File: src/rtl/mem_port_arbiter.sv
// Single-ported, fixed-latency memory shared by the IF (fetch) and MEM (load/store) stages.
// One access in flight; per-stage stall levels; squashed fetches are drained without a done pulse.
module mem_port_arbiter #(
    parameter int ADDR_W     = 32,
    parameter int DATA_W     = 32,
    parameter int MEM_LAT    = 2,
    parameter int STARVE_MAX = 4
) (
    input  logic              Clk,
    input  logic              Rst,
    input  logic              if_req,
    input  logic [ADDR_W-1:0] if_addr,
    input  logic              if_flush,
    output logic              if_done,
    output logic [DATA_W-1:0] if_rdata,
    output logic              if_stall,
    input  logic              mem_req,
    input  logic              mem_we,
    input  logic [ADDR_W-1:0] mem_addr,
    input  logic [DATA_W-1:0] mem_wdata,
    output logic              mem_done,
    output logic [DATA_W-1:0] mem_rdata_o,
    output logic              mem_stall,
    output logic              m_en,
    output logic              m_we,
    output logic [ADDR_W-1:0] m_addr,
    output logic [DATA_W-1:0] m_wdata,
    input  logic [DATA_W-1:0] mem_rdata
);

    localparam int             SW   = $clog2(STARVE_MAX + 1);
    localparam logic [3:0]     LAT  = 4'(MEM_LAT);
    localparam logic [SW-1:0]  SMAX = SW'(STARVE_MAX);

    typedef enum logic [1:0] {IDLE, BUSY_IF, BUSY_MEM, DRAIN} state_t;

    state_t        state, state_nxt;
    logic [3:0]    lat_cnt;
    logic [SW-1:0] starve_cnt;
    logic          last;
    logic          slot_end;   // cycle after an access ends: keeps grants off the done cycle
    logic          cur_we;
    logic          grant_if, grant_mem;
    logic          if_done_nxt, mem_done_nxt;
    logic          if_done_q, mem_done_q;

    assign last = (lat_cnt == 4'd1);

    always_ff @(posedge Clk or negedge Rst) begin
        if (!Rst) state <= IDLE;
        else      state <= state_nxt;
    end

    always_comb begin
        state_nxt    = state;
        grant_if     = 1'b0;
        grant_mem    = 1'b0;
        if_done_nxt  = 1'b0;
        mem_done_nxt = 1'b0;
        case (state)
            IDLE: begin
                if (!slot_end) begin
                    // A fetch being redirected this cycle is not worth starting.
                    if (if_req && !if_flush && (!mem_req || starve_cnt == SMAX))
                        grant_if = 1'b1;
                    else if (mem_req)
                        grant_mem = 1'b1;
                end
                if (grant_if)       state_nxt = BUSY_IF;
                else if (grant_mem) state_nxt = BUSY_MEM;
            end
            BUSY_IF: begin
                if (last) begin
                    state_nxt   = IDLE;
                    if_done_nxt = !if_flush;
                end else if (if_flush) begin
                    state_nxt = DRAIN;
                end
            end
            BUSY_MEM: begin
                if (last) begin
                    state_nxt    = IDLE;
                    mem_done_nxt = 1'b1;
                end
            end
            DRAIN: begin
                if (last) state_nxt = IDLE;
            end
            default: state_nxt = IDLE;
        endcase
    end

    always_ff @(posedge Clk or negedge Rst) begin
        if (!Rst) begin
            m_en       <= 1'b0;
            m_we       <= 1'b0;
            m_addr     <= '0;
            m_wdata    <= '0;
            cur_we     <= 1'b0;
            lat_cnt    <= '0;
            starve_cnt <= '0;
            slot_end   <= 1'b0;
            if_done_q  <= 1'b0;
            mem_done_q <= 1'b0;
        end else begin
            m_en       <= grant_if | grant_mem;
            m_we       <= grant_mem & mem_we;
            if_done_q  <= if_done_nxt;
            mem_done_q <= mem_done_nxt;
            slot_end   <= (state != IDLE) && last;
            if (grant_if || grant_mem) begin
                m_addr  <= grant_mem ? mem_addr : if_addr;
                m_wdata <= grant_mem ? mem_wdata : '0;
                cur_we  <= grant_mem & mem_we;
                lat_cnt <= LAT;
            end else if (lat_cnt != 4'd0) begin
                lat_cnt <= lat_cnt - 4'd1;
            end
            if (!if_req || grant_if)
                starve_cnt <= '0;
            else if (grant_mem && starve_cnt != SMAX)
                starve_cnt <= starve_cnt + SW'(1);
        end
    end

    assign if_done     = if_done_q;
    assign mem_done    = mem_done_q;
    assign if_rdata    = if_done_q ? mem_rdata : '0;
    assign mem_rdata_o = (mem_done_q && !cur_we) ? mem_rdata : '0;
    assign if_stall    = if_req & ~if_done_q;
    assign mem_stall   = mem_req & ~mem_done_q;

endmodule
File: config.mk
export PLATFORM = sky130hd
export DESIGN_NAME = mem_port_arbiter
export DESIGN_NICKNAME = d
export VERILOG_FILES = /design/src/rtl/mem_port_arbiter.sv
export SDC_FILE = /design/constraint.sdc
export NUM_CORES = 1
export LEC_CHECK = 0
export BUFFER_PORTS_ARGS = -buffer_cell sky130_fd_sc_hd__buf_2
export CORE_MARGIN = 1
export CORE_UTILIZATION = 30
export DETAILED_ROUTE_END_ITERATION = 12
export PLACE_DENSITY = 0.69
export SLEW_MARGIN = 15
export SYNTH_ARGS = -nofsm -noshare
export SYNTH_HDL_FRONTEND = slang
export SYNTH_SLANG_ARGS = --single-unit
export TNS_END_PERCENT = 1
File: constraint.sdc
create_clock -name Clk -period 2.4 [get_ports Clk]
set_input_delay 0.24 -clock Clk [delete_from_list [all_inputs] [get_ports Clk]]
set_output_delay 0.24 -clock Clk [all_outputs]
set_load 0.05 [all_outputs]
### After elaboration in Yosys (flattened, before gate mapping)

Index checks and enable logic that the tools add are counted.

* $add $sub $neg: 2
* multiplexer cells: 27
* reduce and logical (&&, ||, !) cells: 19
* equal/unequal tests: 9
* bitwise operators: 6

Operators with widths (count)
* 2-to-1 mux 32 bit: 4
* 2-to-1 mux 1 bit: 13
* 2-to-1 mux 2 bit: 5
* inequality test 3 bit, second input constant: 3
* 2-to-1 mux 4 bit: 2
* 2-to-1 mux 3 bit: 2
* one-hot mux 2 bit (3 select lines): 1
* nonzero test 2 bit: 3
* logical AND 1 bit: 5
* == test 2 bit, second input constant: 2
* == test 4 x 1 -> 1 bit, second input constant: 1
* zero test 1 bit: 4
* nonzero test 4 bit: 1
* subtractor 4 x 1 -> 4 bit, second input constant: 1
* adder 3 x 1 -> 3 bit, second input constant: 1
* AND 1 bit: 3
* == test 3 bit, second input constant: 1
* logical OR 1 bit: 3
* AND reduction 3 bit: 1
* == test 2 x 1 -> 1 bit, second input constant: 1
* zero test 2 bit: 1
* inequality test 2 x 1 -> 1 bit, second input constant: 1
* NOT 1 bit: 2
* OR reduction 2 bit: 1
* bitwise OR 1 bit: 1

* bits in registers: 79
* output and inout port bits: 134

### Depth between registers and ports, before layout

Gate-level depths: netlist of the first run.

* depth after elaboration: 10
* mapped depth: 7
* gate-level depth less buffers: 5

### Worst setup path after synthesis of the first run

OpenSTA, ideal clock, no wires.

* path kind: register to output
* from: register mem_done_q, in the netlist mem_done
* to: output port mem_rdata_o[0]
* arrival: 1.568 ns
* setup slack: 0.592 ns
* stages on the path, launching flop included: 4
* cell sequence: dfrtp_1 -> nor2b_1 -> clkbuf_1 -> and2_1

* word-level cells in the longest chain between the ends: 2

Ends and longest elaborated chain
* from (decl): line 45 `logic if_done_q, mem_done_q;`
* from (signal assigned): line 109 `mem_done_q <= mem_done_nxt;`
* logical AND 1 bit: line 129 `assign mem_rdata_o = (mem_done_q && !cur_we) ? mem_rdata : '0;`
* 2-to-1 mux 32 bit: line 129
* to (decl): line 22 `output logic [DATA_W-1:0] mem_rdata_o,`

Every way passes these cells.

### Worst setup path in the final report of the first run

* from: register state[0]
* to: register m_addr[28]

* word-level cells in the longest chain between the ends: 3
* elaborated cells between the ends (all ways): 5
* classes of those cells: mux (3); reduce/logical (2)

Ends and longest elaborated chain
* from (decl): line 37 `state_t state, state_nxt;`
* from (signal assigned): line 51 `else state <= state_nxt;`
* zero test 2 bit (*): line 60 `case (state)`
* 2-to-1 mux 1 bit: line 60
* 2-to-1 mux 32 bit / logical OR 1 bit (equally long branches): line 112, 111
* to (signal assigned): line 112 `m_addr <= grant_mem ? mem_addr : if_addr;`
* to (decl): line 26 `output logic [ADDR_W-1:0] m_addr,`

Mark *: on every way between the ends. The rest lies on a longest branch, timed or not.
A chain may end at the register's enable or synchronous reset.

==> flow_metrics.tcl, run 1 <==
set metrics [dict create \
    vias 4263 \
    multi_input_area_um2 2020 \
    yosys.area.top_type "dfrtp_1" \
    fp.dieW_um 121 \
    p_leak_nw 3.04 \
    num_io_pins 268 \
    path_class "flip-flop to flip-flop" \
    crit_arrival_ps 2200 \
    slew_headroom_pct 43.1 \
    p_clk_share_pct 19.4 \
    totalWireLength_um 12800 \
    synth_seq_cells 79 \
    post-cts-setup-buffer-count 0 \
    drive_gt1_share_pct 46.1 \
    finalSetupViolCount 0 \
    dp_hpwl_um 8950 \
    synth_cell_types 41 \
    grt-ovfl-total 0 \
    syn2layout_area_growth_pct 42.6 \
    grt_pass1_vias 4171 \
    fmax_mhz 507 \
    die_height_um 121 \
    cts_buffers 9 \
    cts_resized 0 \
    yosysWarningCount 0 \
    gp_congestion 0.765 \
    p_int_mw 4.29 \
    crit_path_end_kind "flip-flop" \
    grt_usage_pct 17.5 \
    start_util_pct 30.6 \
    n_antenna_cell 0 \
    crit_fanout 19 \
    num-nets-final 788 \
    grt_max_degree 68 \
    hp-class "input port to asynchronous set/reset pin" \
    syn_nets 544 \
    p_sw_mw 4.09 \
    vdd.ir_drop.worst_mv 0.747 \
    synth-seq-area-share_pct 46.7 \
    cp.required_ps 2630 \
    port_buffers 267 \
    synthTopCellsByArea "dfrtp_1 47%, and2_1 9.8%, a22o_1 6.8%, o221ai_1 6.6%, o22a_1 6.6%" \
    yosysTopAreaCellShare_pct 46.7 \
    whs_ps 14.5 \
    synthCells 406 \
    sw_frac_of_total_pct 48.8 \
    dpl.cell_count 819 \
    wl_per_cell_um 15.3 \
    fin_skew_ps 7.59 \
    drt-initial-drc-count 258 \
    powerDensity_nw_per_um2 1390 \
    tritoncts "done" \
    startpoint_type "flip-flop" \
    slew_viol_final 0 \
    tightest_slew_ps 854 \
    rsz0062_at_grt "false" \
    rows 43 \
    clock_path_buffers 2 \
    cts_hold_buf 0 \
    grt_pass1_wl_um 20200 \
    antenna_found_initial 0 \
    outcome "finished clean" \
    synth.cell_area_um2 4230 \
    final-instance-count-excl-fill 835 \
    cts_sinks 79 \
    fillers 1349 \
    via_per_inst 5.11 \
    path_clk_slew_ps 60 \
    ys.flop_type "dfrtp_1" \
    avgSynthCellArea_um2 10.4 \
    h-tree-depth 3 \
    synth_edf_count 0 \
    power_frac_seq_pct 26.9 \
    r2r_setup_slack_ps 430 \
    die-area_um2 14600 \
    clockRootBuffer "clkbuf_16" \
    period_minus_slack_ps 1970 \
    async_reset_ff_share_pct 100 \
    drv_cap 0 \
    drc 0 \
    share_comb_of_total_power_pct 53.7 \
    core_area_um2 13800 \
    final-hold-violation-count 0 \
    min_period_over_period_pct 82.2 \
    clock_latency_ps 340 \
    drt-pass1-iter-count 4 \
    seq_area_um2 1980 \
    drtAntennaViolNets 0 \
    fin_tns_setup_ps 0 \
]
[cells in the mapped netlist, types with 3 or more instances]
| cell | count |
|---|---|
| nor2b_1 | 3 |
| o22a_1 | 32 |
| clkbuf_1 | 26 |
| ha_1 | 4 |
| buf_2 | 11 |
| buf_6 | 5 |
| a22o_1 | 33 |
| inv_1 | 4 |
| nor2_1 | 7 |
| o221ai_1 | 32 |
| dfrtp_1 | 79 |
| o31a_1 | 32 |
| and2_1 | 66 |
| nand2_1 | 39 |
[kinds of logic (layout without fill, tap and decap cells)]
kind of cell,count (synthesis),after routing,synth area share (%)
XOR/XNOR,1,1,0.207
AO/OA/AOI/OAI,142,142,29.0
AND/OR/NAND/NOR,127,127,16.6
adder cells (fa/ha/maj),4,4,1.18
flip-flops,79,79,46.7
buffers and inverters,51,300,5.86
multiplexers,2,2,0.473
[final cells by class]
class,count,share of cell area [%]
clock buffers,11,4.19
clock inverters,5,1.72
inverters,6,0.373
multi-input cells,276,33.4
flip-flops and latches,79,32.8
well taps,180,3.73
repair buffers,278,23.8
[final timing paths]
path / startpoint / to / cells after the start
setup / recovery: state[0]$_DFFE_PN0P_ / m_addr[28]$_DFFE_PN0P_ / 4
hold / removal: Rst / m_addr[4]$_DFFE_PN0P_ / 1
setup reg to reg: state[0]$_DFFE_PN0P_ / m_addr[28]$_DFFE_PN0P_ / 4
hold reg to reg: m_wdata[0]$_DFFE_PN0P_ / m_wdata[0]$_DFFE_PN0P_ / 1
max in group asynchronous: Rst / m_we$_DFF_PN0_ / 2
min in group Clk: mem_wdata[7] / m_wdata[7]$_DFFE_PN0P_ / 2
[critical path: stages (launching register included)]
cell     delay, ps
dfrtp_1        460
or3_1          610
buf_4          300
o31a_1         300
o22a_1         170
[metal layers]
layer	global-route usage, %	up-vias	wire [um]
li1	-	2003	-
met1	21.4	2054	5330
met2	29.6	190	6340
met3	4.81	16	926
met4	5.79	0	180
met5	0	-	0
[cell usage in the layout (no fill, tap or decap), types with 3 or more instances in the layout]
master,instances
o221ai_1,32
nor2_1,7
o31a_1,32
buf_4,11
o22a_1,32
a22o_1,33
bufinv_16,3
ha_1,4
dfrtp_1,79
nand2_1,39
buf_2,266
and2_1,66
clkbuf_16,9
inv_1,4
[through the flow]
stage	util, %	worst slack, ps	cell area [um^2]	total power [mW]
after floorplan	-	592	4230	5.72
after global placement	41.0	517	5670	6.70
after detailed placement	41.0	447	5670	6.80
after CTS	43.6	395	6030	8.45
after global routing	43.6	342	6030	8.81
final	43.6	427	6030	8.38
[power groups by stage]
stage | combinational (mW) | sequential, mW | clock [mW]
6_report | 4.50 | 2.25 | 1.63
5_1_grt | 4.77 | 2.33 | 1.71
4_1_cts | 4.53 | 2.26 | 1.66
3_5_place_dp | 4.54 | 2.26 | 0
3_3_place_gp | 4.45 | 2.25 | 0
2_1_floorplan | 1.75 | 3.96 | 0
[flip-flops by register name, indices dropped and copies added, names as in the netlist, 2 cells and up]
name	flops
state	2
lat_cnt	4
starve_cnt	3
m_wdata	32
m_addr	32
No activity file was read; power rests on OpenSTA's default activity.
==> run 2, diff against run 1 <==
- clock period: 2.4 -> 1.89 ns (I/O delays scaled with it)
==> run 2 against run 1 <==
  * Register-to-register slack worse by 340 ps
  * Non-clock buffer count up 8
  * First-iteration DRC count increased by 5.8%
  * Die area unchanged
  * Critical path type unchanged
  * Largest power group unchanged
  * Highest routed layer unchanged
==> flow_metrics.tcl, run 2 (same netlist as run 1, synthesis figures left out) <==
set metrics [dict create \
    outcome "finished clean" \
    final-instance-count-excl-fill 843 \
    gp_congestion 0.736 \
    tightest_slew_ps 523 \
    cts_buffers 9 \
    clock_path_buffers 2 \
    wl_per_cell_um 15.2 \
    antenna_found_initial 0 \
    dp_slack_ps 99.2 \
    crit_start "starve_cnt[0]$_DFFE_PN0P_" \
    p_leak_nw 3.04 \
    sw_frac_of_total_pct 50.6 \
    grt-ovfl-total 0 \
    grt_usage_pct 17.6 \
    met2_length_um 6420 \
    rows 43 \
    p_int_mw 5.13 \
    dpl.cell_count 826 \
    vias 4295 \
    p_clk_share_pct 15.8 \
    die_height_um 121 \
    r2r_end "m_wdata[31]$_DFFE_PN0P_" \
    syn2layout_area_growth_pct 44.4 \
    min_period_over_period_pct 95.7 \
    post-cts-setup-buffer-count 0 \
    fillers 1312 \
    period_minus_slack_ps 1810 \
    met1_length_um 5450 \
    fp.dieW_um 121 \
    r2r_setup_slack_ps 80 \
    r2r-start "starve_cnt[0]$_DFFE_PN0P_" \
    drv_cap 0 \
    n_antenna_cell 0 \
    multi_input_area_um2 2020 \
    final_util_pct 44.2 \
    final_cell_area_um2 6110 \
    start_util_pct 30.6 \
    fin_skew_ps 8.07 \
    final_cell_mix "252 x buf_2, 78 x dfrtp_1, 66 x and2_1, 39 x nand2_1, 33 x a22o_1" \
    drt-pass1-iter-count 4 \
    via_per_inst 5.09 \
    p_sw_mw 5.24 \
    drive_gt1_share_pct 46.8 \
    path_class "flip-flop to flip-flop" \
    placed_area_um2 5780 \
    rr_worst_depth 7 \
    clock_latency_ps 340 \
    reg_top3 "m_addr (32), m_wdata (32), lat_cnt (4)" \
    fin_tns_setup_ps 0 \
    cp.required_ps 2110 \
    grt_pass1_vias 4127 \
    h-tree-depth 3 \
    startpoint_type "flip-flop" \
    num-nets-final 796 \
    drt-initial-drc-count 273 \
    core_area_um2 13800 \
    hp-class "input port to flip-flop" \
    grt_pass1_wl_um 20300 \
    num_io_pins 268 \
    drc 0 \
    final-hold-violation-count 0 \
    drtAntennaViolNets 0 \
    power_frac_seq_pct 27.2 \
    vdd.ir_drop.worst_mv 1.05 \
    hold_start "mem_wdata[7]" \
    port_buffers 267 \
    slew_headroom_pct 65.1 \
    seq_area_um2 1980 \
    totalWireLength_um 12800 \
    path_clk_slew_ps 60 \
    layout_commonest_cell "buf_2" \
    crit_arrival_ps 2030 \
    crit_path_end_kind "flip-flop" \
    tritoncts "done" \
    top_layer "met4" \
    grt_max_degree 55 \
    die-area_um2 14600 \
    dp_hpwl_um 9230 \
    rsz0062_at_grt "false" \
    crit_fanout 53 \
    whs_path_depth 2 \
    fmax_mhz 553 \
    share_comb_of_total_power_pct 57.0 \
    cts_sinks 79 \
    hold-path-endpoint "m_wdata[7]$_DFFE_PN0P_" \
    finalSetupViolCount 0 \
    setup_ws_ps 82.2 \
    met3WireLength_um 744 \
    powerDensity_nw_per_um2 1700 \
    clockRootBuffer "clkbuf_16" \
    slew_viol_final 0 \
]
-- run 2: cell types whose count changed in the layout (fill, tap and decap cells not counted), moves of 3 or more --
| cell | delta |
|---|---|
| buf_2 | -14 |
| buf_12 | +4 |
| bufinv_16 | -3 |
| clkbuf_4 | +14 |
| inv_6 | +3 |
-- run 2: timing repair --
item / 4_1_cts / 5_1_grt
gates resized for setup: 0 / 16
endpoints found under the setup margin: 0 / 32
hold buffers: 1 / 0
endpoints found under the hold margin: 39 / 0
-- run 2: worst max path at each step --
stage | endpoint | slack (ps) | cells after the start
5_1_grt | m_wdata[30]$_DFFE_PN0P_ | 2 | 7
2_1_floorplan | m_addr[22]$_DFFE_PN0P_ | 130 | 7
4_1_cts | mem_rdata_o[21] | 50 | 4
3_3_place_gp | m_wdata[17]$_DFFE_PN0P_ | 180 | 7
6_report | m_wdata[31]$_DFFE_PN0P_ | 80 | 7
3_5_place_dp | m_wdata[17]$_DFFE_PN0P_ | 100 | 7
-- run 2: critical path: stages (launching register included) --
cell     delay, ps
dfrtp_1        400
inv_1           90
ha_1           210
and4b_2        290
buf_12         240
nor3_4          60
buf_12         170
a22o_1         200
-- run 2: cell type report --
class / instances / area share [%]
clock buffers: 9 / 3.69
clock inverters: 7 / 0.901
inverters: 6 / 0.369
multi-input cells: 276 / 33.0
flip-flops and latches: 79 / 32.4
well taps: 180 / 3.69
repair buffers: 286 / 26.0
-- run 2: through the flow --
stage	hold slack, ps	power, mW
global route	43.6	11.0
CTS	43.9	10.5
detailed placement	200	8.77
global placement	188	8.65
finish	65.9	10.4
floorplan	-107	7.26
-- run 2: power by group through the flow --
stage	sequential [mW]	combinational [mW]	clock, mW
floorplan	5.03	2.23	0
finish	2.82	5.91	1.64
CTS	2.83	5.93	1.72
global route	2.92	6.25	1.80
global placement	2.83	5.82	0
detailed placement	2.84	5.94	0
-- run 2: per-layer routing --
metal / GRT usage, % / up-vias
li1: - / 2019
met1: 22.4 / 2077
met2: 29.0 / 181
met3: 3.92 / 18
met4: 6.71 / 0
met5: 0 / -
==> run 3, diff against run 2 <==
- CTS_BUF_LIST: unset -> sky130_fd_sc_hd__clkbuf_4
==> run 3 against run 2 <==
  * Cell area is 4.8% higher
  * Power is 4.7% lower
  * Core utilization is 2.1 points higher
  * Maximum frequency is 0.25% higher
  * First-iteration DRC count is 0.37% higher
  * Global-route usage is 0.90 points higher
  * Register-to-register slack hardly changed
==> flow_metrics.tcl, run 3 (same netlist as run 1, synthesis figures left out) <==
set metrics [dict create \
    syn2layout_area_growth_pct 51.3 \
    via_per_inst 5.10 \
    hold-path-endpoint "starve_cnt[2]$_DFFE_PN0P_" \
    vdd.ir_drop.worst_mv 1.39 \
    rr_worst_depth 7 \
    reg_top3 "m_addr (32), m_wdata (32), lat_cnt (4)" \
    period_minus_slack_ps 1800 \
    startpoint_type "flip-flop" \
    totalWireLength_um 13800 \
    path_clk_slew_ps 140 \
    final_cell_area_um2 6400 \
    grt_pass1_wl_um 21300 \
    num_io_pins 268 \
    powerDensity_nw_per_um2 1540 \
    rows 43 \
    die-area_um2 14600 \
    clock_path_buffers 2 \
    grt_usage_pct 18.5 \
    r2r-start "starve_cnt[0]$_DFFE_PN0P_" \
    final_cell_mix "234 x buf_2, 79 x dfrtp_1, 65 x and2_1, 41 x buf_4, 39 x nand2_1" \
    tightest_slew_ps 530 \
    grt_max_degree 55 \
    placed_area_um2 5780 \
    crit_path_end_kind "flip-flop" \
    start_util_pct 30.6 \
    wl_per_cell_um 15.7 \
    drtAntennaViolNets 0 \
    cts_buffers 9 \
    grt-ovfl-total 0 \
    drt-initial-drc-count 274 \
    power.total_mw 9.88 \
    slew_headroom_pct 64.6 \
    die_height_um 121 \
    hp-class "input port to flip-flop" \
    h-tree-depth 3 \
    path_class "flip-flop to flip-flop" \
    num-nets-final 833 \
    cts_sinks 79 \
    antenna_found_initial 0 \
    clockRootBuffer "clkbuf_4" \
    fin_tns_setup_ps 0 \
    clock_latency_ps 460 \
    crit_arrival_ps 2150 \
    p_leak_nw 3.14 \
    fp.dieW_um 121 \
    drt-pass1-iter-count 4 \
    final_util_pct 46.3 \
    fin_skew_ps 23.9 \
    layout_commonest_cell "buf_2" \
    port_buffers 267 \
    finalSetupViolCount 0 \
    r2r_setup_slack_ps 90 \
    final-hold-violation-count 0 \
    vias 4488 \
    r2r_end "m_wdata[28]$_DFFE_PN0P_" \
    min_period_over_period_pct 95.4 \
    grt_pass1_vias 4314 \
    whs_path_depth 3 \
    cp.required_ps 2230 \
    fmax_mhz 555 \
    drive_gt1_share_pct 45.0 \
    dpl.cell_count 826 \
    outcome "finished clean" \
    drc 0 \
    drv_cap 0 \
    n_antenna_cell 0 \
    slew_viol_final 0 \
    rsz0062_at_grt "false" \
    crit_fanout 53 \
    final-instance-count-excl-fill 880 \
    dp_hpwl_um 9230 \
    core_area_um2 13800 \
    gp_congestion 0.736 \
    tritoncts "done" \
    hold_start "if_req" \
]
[run 3: cell count changes in the layout (fill, tap and decap cells not counted), moves of 5 or more]
cell	change
dlygate4sd3_1	+34
buf_4	+28
buf_2	-18
clkbuf_16	-9
buf_6	+6
clkbuf_4	-5
[run 3: worst max-delay path: stages (launching register included)]
cell     delay (ps)
dfrtp_1         420
inv_1            90
ha_2            200
and4b_2         280
buf_12          240
nor3_4           60
buf_12          170
a22o_1          200
[run 3: worst max path at each step]
stage / from / end / slack (ps) / depth (start not counted)
3_5_place_dp: starve_cnt[0]$_DFFE_PN0P_ / m_wdata[17]$_DFFE_PN0P_ / 100 / 7
2_1_floorplan: starve_cnt[0]$_DFFE_PN0P_ / m_addr[22]$_DFFE_PN0P_ / 130 / 7
6_report: starve_cnt[0]$_DFFE_PN0P_ / m_wdata[28]$_DFFE_PN0P_ / 90 / 7
4_1_cts: cur_we$_DFFE_PN0P_ / mem_rdata_o[21] / 20 / 4
5_1_grt: mem_done$_DFF_PN0_ / mem_rdata_o[20] / 2 / 4
3_3_place_gp: starve_cnt[0]$_DFFE_PN0P_ / m_wdata[17]$_DFFE_PN0P_ / 180 / 7
[run 3: power by group]
part / internal (mW) / leakage [nW] / switching (mW)
registers: 2.41 / 0.945 / 0.416
logic: 1.94 / 2.13 / 4.17
clock network: 0.283 / 0.0633 / 0.669
total: 4.63 / 3.14 / 5.25
[run 3: cell type report]
type	count	area, um^2
clock inverters	7	55.1
well taps	180	225
multi-input cells	276	2030
clock buffers	9	67.6
inverters	6	22.5
flip-flops and latches	79	1980
repair buffers	323	2020
fillers	1277	7430
[run 3: timing repair]
item                                   in CTS  in global routing
hold buffers                               35                  0
buffers inserted                            1                  1
resized for setup                          33                 14
setup endpoints to repair                  32                 39
cloned                                      0                  1
endpoints found under the hold margin      74                  0
[run 3: layer usage]
layer  vias up  wire [um]  track usage (%)
met1      2185       5660             22.5
met2       185       7000             31.7
met5         -          0                0
met4         0        298             8.10
li1       2092          -                -
met3        26        827             3.54
[run 3: stage by stage]
step / hold slack (ps) / setup slack, ps
global route: 12.3 / 2.32
global placement: 188 / 181
floorplan: -107 / 131
detailed placement: 200 / 99.2
finish: 50.0 / 86.7
CTS: 2.21 / 16.6
